File: config.mk
export PLATFORM = sky130hd
export DESIGN_NAME = dmem_bridge
export DESIGN_NICKNAME = d
export VERILOG_FILES = /design/src/rtl/dmem_bridge.sv
export SDC_FILE = /design/constraint.sdc
export NUM_CORES = 1
export LEC_CHECK = 0
export ABC_CLOCK_PERIOD_IN_PS = 2800
export BUFFER_PORTS_ARGS = -buffer_cell sky130_fd_sc_hd__buf_2
export CORE_UTILIZATION = 40
export CTS_CLUSTER_DIAMETER = 80
export DETAILED_ROUTE_END_ITERATION = 8
export HOLD_SLACK_MARGIN = 0.1
export PLACE_DENSITY = 0.81
export SLEW_MARGIN = 0
export SYNTH_ARGS = -nofsm -noshare
export SYNTH_HDL_FRONTEND = slang
export SYNTH_SLANG_ARGS = --single-unit
File: constraint.sdc
create_clock -name clk -period 2.8 [get_ports clk]
set_input_delay 0.14 -clock clk [delete_from_list [all_inputs] [get_ports clk]]
set_output_delay 0.14 -clock clk [all_outputs]
set_load 0.03 [all_outputs]
File: src/rtl/dmem_bridge.sv
// dmem_bridge: stalls the core's single-cycle data port over a req/ack bus.
// Optional bus timeout is compiled in with DMEM_BRIDGE_TIMEOUT_EN.
module dmem_bridge #(
  parameter int ADDR_W         = 30,
  parameter int TIMEOUT_CYCLES = 255
) (
  input  logic              clk,
  input  logic              rst,
  input  logic [31:0]       core_addr,
  input  logic [31:0]       core_wdata,
  input  logic              core_we,
  input  logic              core_oe,
  output logic [31:0]       core_rdata,
  output logic              core_stall,
  output logic              mem_req,
  output logic              mem_we,
  output logic [ADDR_W-1:0] mem_addr,
  output logic [31:0]       mem_wdata,
  input  logic              mem_ack,
  input  logic [31:0]       mem_rdata,
  output logic              bus_err
);

  typedef enum logic [1:0] {
    IDLE,
    BUSY,
    DONE
  } state_t;

  state_t state_q;
  state_t state_d;

  logic accept;
  logic busy;
  logic expire;

  assign busy       = (state_q == BUSY);
  assign accept     = (state_q == IDLE) && (core_we || core_oe);
  assign core_stall = accept || busy;
  assign mem_req    = busy;

  logic unused_bits;
  assign unused_bits = ^core_addr[1:0];

`ifdef DMEM_BRIDGE_TIMEOUT_EN
  localparam logic [15:0] TO_LAST = 16'(TIMEOUT_CYCLES - 1);

  logic [15:0] cnt_q;
  logic        err_q;

  assign expire  = busy && !mem_ack && (cnt_q == TO_LAST);
  assign bus_err = err_q;

  // busy-cycle counter, restarted for every accepted access
  always_ff @(posedge clk or negedge rst) begin
    if (!rst) begin
      cnt_q <= '0;
    end else if (accept) begin
      cnt_q <= '0;
    end else if (busy && !mem_ack) begin
      cnt_q <= cnt_q + 16'd1;
    end
  end

  // error flag is high only in the DONE cycle that follows an abort
  always_ff @(posedge clk or negedge rst) begin
    if (!rst) begin
      err_q <= 1'b0;
    end else begin
      err_q <= expire;
    end
  end
`else
  logic [15:0] unused_to;
  assign unused_to = 16'(TIMEOUT_CYCLES);
  assign expire    = 1'b0;
  assign bus_err   = 1'b0;
`endif

  // state register
  always_ff @(posedge clk or negedge rst) begin
    if (!rst) begin
      state_q <= IDLE;
    end else begin
      state_q <= state_d;
    end
  end

  // next state; DONE never accepts, the held request is the retiring one
  always_comb begin
    state_d = state_q;
    unique case (state_q)
      IDLE: if (accept) state_d = BUSY;
      BUSY: if (mem_ack || expire) state_d = DONE;
      DONE: state_d = IDLE;
      default: state_d = IDLE;
    endcase
  end

  // request latches, stable for the whole BUSY phase
  always_ff @(posedge clk or negedge rst) begin
    if (!rst) begin
      mem_addr  <= '0;
      mem_wdata <= '0;
      mem_we    <= 1'b0;
    end else if (accept) begin
      mem_addr  <= core_addr[ADDR_W+1:2];
      mem_wdata <= core_wdata;
      mem_we    <= core_we;
    end
  end

  // load data return; writes leave it untouched
  always_ff @(posedge clk or negedge rst) begin
    if (!rst) begin
      core_rdata <= '0;
    end else if (busy && !mem_we) begin
      if (mem_ack) begin
        core_rdata <= mem_rdata;
      end else if (expire) begin
        core_rdata <= 32'hDEAD_BEEF;
      end
    end
  end

endmodule

After elaboration in Yosys (flattened, before gate mapping)
Index checks and enable logic that the tools add are counted.
{ "totals": {"latchBits": 0, "rom_bits": 0, "word_cells": 19, "ram_bits": 0, "output_inout_bits": 98, "n_memories": 0, "input_bits": 101, "regBits": 97} }
{ "op_classes": {"eq_ne": 3, "n_reduce_logical": 8, "mul": 0, "n_lt_le_gt_ge": 0, "shift": 0, "div": 0, "muxes": 3, "n_addsub": 0, "n_bitwise": 0} }
{ "ops": {"columns": ["operator", "count"], "rows": [
  ["2-bit two-way mux", 2],
  ["2-bit inequality test (second input constant)", 2],
  ["2-bit one-hot mux with 2 select lines", 1],
  ["2-bit AND reduction", 2],
  ["2-bit by 1-bit == test with 1-bit output (second input constant)", 1],
  ["1-bit logical AND", 2],
  ["2-bit logical NOT", 1],
  ["1-bit logical OR", 2],
  ["1-bit logical NOT", 1]
]} }

Longest topological paths before layout
{ "logic_depth": {"ltp_word": 4, "depth_mapped": 5, "ltp_nobuf": 3} }

Least setup slack after synthesis
No wires, ideal clock.
{ "synth_path": {"path_kind": "register to register", "start": "reg state_q[0]", "end": "reg mem_addr[0]", "stages_incl_launch_ff": 6, "period_less_slack_ns": 1.460, "t_required_ns": 2.675, "path_buffers": 2, "setup_time_ns": 0.125, "path_slack_ns": 1.340, "t_arrival_ns": 1.335, "cell_sequence": "dfrtp_1 -> nor2_1 -> o21a_1 -> buf_2 -> buf_4 -> mux2_2"} }
{ "synth_between": {"elab_chain_len": 2} }
{ "synth_lines": {"columns": ["item", "line_no", "rtl"], "rows": [
  ["start: declaration", "30", "state_t state_q;"],
  ["start signal: assignment", "85", "state_q <= state_d;"],
  ["2-bit logical NOT", "38", "assign accept = (state_q == IDLE) && (core_we || core_oe);"],
  ["1-bit logical AND", "38", null],
  ["end signal: assignment", "107", "mem_addr <= core_addr[ADDR_W+1:2];"],
  ["end: declaration", "17", "output logic [ADDR_W-1:0] mem_addr,"]
]} }
No other way between the ends.
A chain may end at the register's enable or synchronous reset.

Worst setup path in the final report
{ "layout_path": {"start": "reg state_q[1]", "end": "reg core_rdata[0]"} }
{ "layout_between": {"elab_chain_len": 3} }
{ "layout_lines": {"columns": ["item", "line_no", "rtl"], "rows": [
  ["2-bit by 1-bit == test with 1-bit output", "37", "assign busy = (state_q == BUSY);"],
  ["1-bit logical AND", "117", "end else if (busy && !mem_we) begin"],
  ["2-bit AND reduction (no source line)", null, null],
  ["end signal: assignment", "119", "core_rdata <= mem_rdata;"],
  ["end: declaration", "13", "output logic [31:0] core_rdata,"]
]} }
No other way between the ends.

==> results <==
- The flow ran to the end, and the final reports show no timing, DRC or antenna violations.
- The worst hold path terminates at state_q[0]$_DFFE_PN0P_.
- After detailed routing, the total wire length is between 9000 and 10,000 um.
- The post-synthesis instance area is ~3800 um2.
- The tree is rooted in a clkbuf_8.
- From synthesis to final layout, the design area changed by 58.3%.
- The source-to-sink clock delay at the later pin of the worst-skew pair is about 0.35 ns.
- The floorplan step set the die height to 99.5 um.
- The timing-limited maximum frequency is roughly 550 MHz.
- The count of nets left with antenna violations once routing finished came out at 0.
- In the routed layout, each cell is associated on average with a via count of ~4.5.
- Counting every net in the synthesized netlist gives around 320.
- The finished cells cover approximately 6000 um2.
- The peak fanout along the critical path is 32.
- After layout, the worst path uses 64.8% of the clock period.
- The number of endpoints failing setup at the final stage is 0.
- The routed wirelength normalized by instance count is 15.0 um.
- Sequential cells burn between 30% and 40% of the power.
- The top-area cell type share of the netlist area is 63.8%.
- The slowest stage of the critical path is the buf_4 cell.
- The highest cell delay on the worst timing path is between 0.4 and 0.5 ns.
- The congestion estimate from routability-driven global placement came to between 0.7 and 0.8.
- Setup repair after global routing left no endpoint under its margin.
- The startpoint identified for the worst register-to-register timing path is state_q[1]$_DFFE_PN0P_.
- The category of the worst setup path launch point is a register.
- Entering global routing, the biggest net connects 98 pins.
- The signal on the critical path passes through and3b_1 -> nor2b_4 -> buf_4 -> mux2_2.
- The slack of the worst reg-to-reg path is around 0.99 ns.
- The die covers between 9000 and 10,000 um2.
- The number of buffers inserted to repair setup after CTS is 0.
- The via count of the first global-routing pass was about 3.2k.
- The switching portion of total power is a little over two fifths.
- Measured along the x axis, the die boundary spans 99.5 um.
- For this design the ratio of total power to cell area is ~1100 nW/um2.
- Together, buffers and inverters on the worst path number 1.
- The total global-route track usage is 20.0%.
- The worst setup path is captured at a register.
- The H-tree was split into 3 levels.
- For this run, the register share of the synthesized area comes to a little under two thirds.
- The register clock-pin slew on the reported worst setup and hold paths is ~0.090 ns.
- The remaining routing DRC violations is 0.
- Internal power comes to between 3 and 4 mW.
- In this run the mean area of a mapped cell was 17.8 um2.
- The post-synthesis register bit count is 97.
- At the worst endpoint, the required time is approximately 3 ns.
- The starting density of the core is approximately two fifths.
- TritonCTS built the clock tree.
- The setup path with the least slack is of type reg -> reg.
- The minimum period implied by the final worst setup slack is 1.81 ns.
- The DRC marker count from the first detailed-route iteration is 63.
- The combinational power share is 51.7%.
- The initial antenna violation count was 0.
- The relative max-transition margin is 60.3%.
- Across the VDD grid, the largest voltage drop is between 600 and 700 uV.
- The net load switching power is roughly 3.0 mW.
- The launch instance of the worst min-delay path is core_oe.
- The wire length of the first global-routing pass is between 15,000 and 20,000 um.
- The final number of max-transition violations is 0.
- The count of unique library cells instantiated by Yosys is 17.
- The family with the most delay on the worst path is buffers and inverters.
- The count of max-cap constraint violations is 0.
- The length in cells of the worst reg-to-reg path is 4.
- The worst hold slack across all endpoints is roughly 0.20 ns.
- The fraction of final layout cells sized beyond drive strength 1 is about three fifths.
- Counting every sink on the clock net gives between 90 and 100.
- The worst hold path passes through 3 cells.
- The arrival time at the worst endpoint is just over 2 ns.
- The placed cell area is just under 5000 um2.
- The post-synthesis cell count is approximately 210.
- The endpoint of the worst-slack reg-to-reg timing path is core_rdata[0]$_DFFE_PN0P_.
- The number of buffers inserted by hold repair at cts is 98.
- By area the synthesized netlist is led by dfrtp_1, mux2_2, mux2_4.
- Once the clock tree was built, the resizer swapped 0 gates to a different size.
- The number of top-level design ports is around 200.
- Yosys printed 0 warnings.
- The path class of the lowest-slack min-delay path is in -> reg.
- On the final layout, the worst clock skew is between 0.01 and 0.015 ns.
- The largest total area in the synthesized netlist belongs to dfrtp_1.
- The number of port buffers is between 150 and 200.
- Counting the buffers created by CTS gives 9.
- Adding up every negative setup slack in the final design gives 0 ns.
- After floorplanning, the core was divided into 35 placement rows.
- The final layout net count is ~610.
- The leakage power summed over all cells is between 2 and 3 nW.
- The first detailed-routing pass ran for 4 iterations.
- The total overflow left after global routing is 0.
- After legalization and detailed placement, the total HPWL measured about 5400 um.
- The count of final hold-check violations is 0.
- The routed via count is 2,876.
- The maximum buffer depth of the clock tree is 2.
- For the pin with the worst max-slew slack, the measured transition is roughly 0.6 ns.
- The clock network fraction of total power is 12.2%.
- The number of antenna cells inserted is 0.
- The core region is approximately 9200 um2.
- The final-layout fill cell count is a little under 700.
==> state kept, by name, summed over array words and instances, names as in the netlist <==
name	cells
mem_we	1
core_rdata	32
mem_wdata	32
mem_addr	30
state_q	2
==> how the worst max path moves through the flow <==
| stage | from | to | slack [ns] | cells after the start |
|---|---|---|---|---|
| finish | state_q[1]$_DFFE_PN0P_ | core_rdata[0]$_DFFE_PN0P_ | 0.99 | 4 |
| global placement | state_q[1]$_DFFE_PN0P_ | core_rdata[0]$_DFFE_PN0P_ | 1.04 | 4 |
| CTS | state_q[1]$_DFFE_PN0P_ | core_rdata[31]$_DFFE_PN0P_ | 0.97 | 4 |
| floorplan | state_q[0]$_DFFE_PN0P_ | mem_addr[0]$_DFFE_PN0P_ | 1.34 | 5 |
| global route | state_q[1]$_DFFE_PN0P_ | core_rdata[0]$_DFFE_PN0P_ | 0.89 | 4 |
| detailed placement | state_q[1]$_DFFE_PN0P_ | core_rdata[0]$_DFFE_PN0P_ | 0.98 | 4 |
==> cell usage in the layout, fill, tap and decap left out, types with 2 or more instances in the layout <==
cell,Yosys,final
clkinv_4,0,2
mux2_4,30,30
buf_4,7,4
dlygate4sd3_1,0,98
clkbuf_8,0,10
mux2_2,64,64
dfrtp_1,97,97
buf_2,1,194
nor2_1,2,2
==> kinds of logic after synthesis <==
| group | Yosys count | share of synthesized area, % |
|---|---|---|
| flip-flops | 97 | 63.8 |
| multiplexers | 94 | 30.8 |
| buffers and inverters | 12 | 3.39 |
| AND/OR/NAND/NOR | 7 | 1.25 |
| AO/OA/AOI/OAI | 3 | 0.625 |
| other | 1 | 0.0986 |
==> power groups by stage <==
| stage | clock [mW] | sequential [mW] | combinational [mW] |
|---|---|---|---|
| floorplan | 0 | 3.86 | 1.06 |
| global placement | 0 | 2.42 | 3.36 |
| detailed placement | 0 | 2.47 | 3.40 |
| CTS | 0.872 | 2.45 | 3.53 |
| global route | 0.924 | 2.56 | 3.70 |
| finish | 0.834 | 2.46 | 3.54 |
==> Yosys cell counts <==
cell,instances
buf_12,3
a22o_1,1
nand2_1,1
buf_2,1
a211oi_1,1
and3b_1,1
buf_4,7
o21a_1,1
dfrtp_1,97
nor2b_4,1
nor2_1,2
buf_6,1
and2b_2,1
conb_1,1
nor3_1,1
mux2_2,64
mux2_4,30
==> per-layer routing <==
layer | global-route usage, % | wire [um] | vias up
li1 | - | - | 1337
met1 | 21.5 | 3530 | 1417
met2 | 38.2 | 5410 | 107
met3 | 5.48 | 541 | 15
met4 | 5.66 | 154 | 0
met5 | 0 | 0 | -
==> metrics by stage <==
step / instances / setup slack [ns] / power (mW) / utilization, %
final: 644 / 0.986 / 6.84 / 65.1
after global routing: 644 / 0.891 / 7.18 / 65.1
after CTS: 644 / 0.967 / 6.85 / 65.1
after detailed placement: 530 / 0.984 / 5.87 / 52.6
after global placement: 530 / 1.04 / 5.78 / 52.6
after floorplan: 214 / 1.34 / 4.92 / -
==> layout make-up <==
class | count | area [um2] | share of cell area (%)
clock buffer | 11 | 141 | 2.35
timing repair buffer | 297 | 2000 | 33.3
sequential | 97 | 2430 | 40.3
multi-input combinational | 105 | 1250 | 20.7
tap | 129 | 161 | 2.68
clock inverter | 5 | 38.8 | 0.644
==> worst min-delay path: stages <==
cell	delay, ns
buf_2	0.10
nor3_1	0.06
a211oi_1	0.19
No activity file was read; power rests on OpenSTA's default activity.
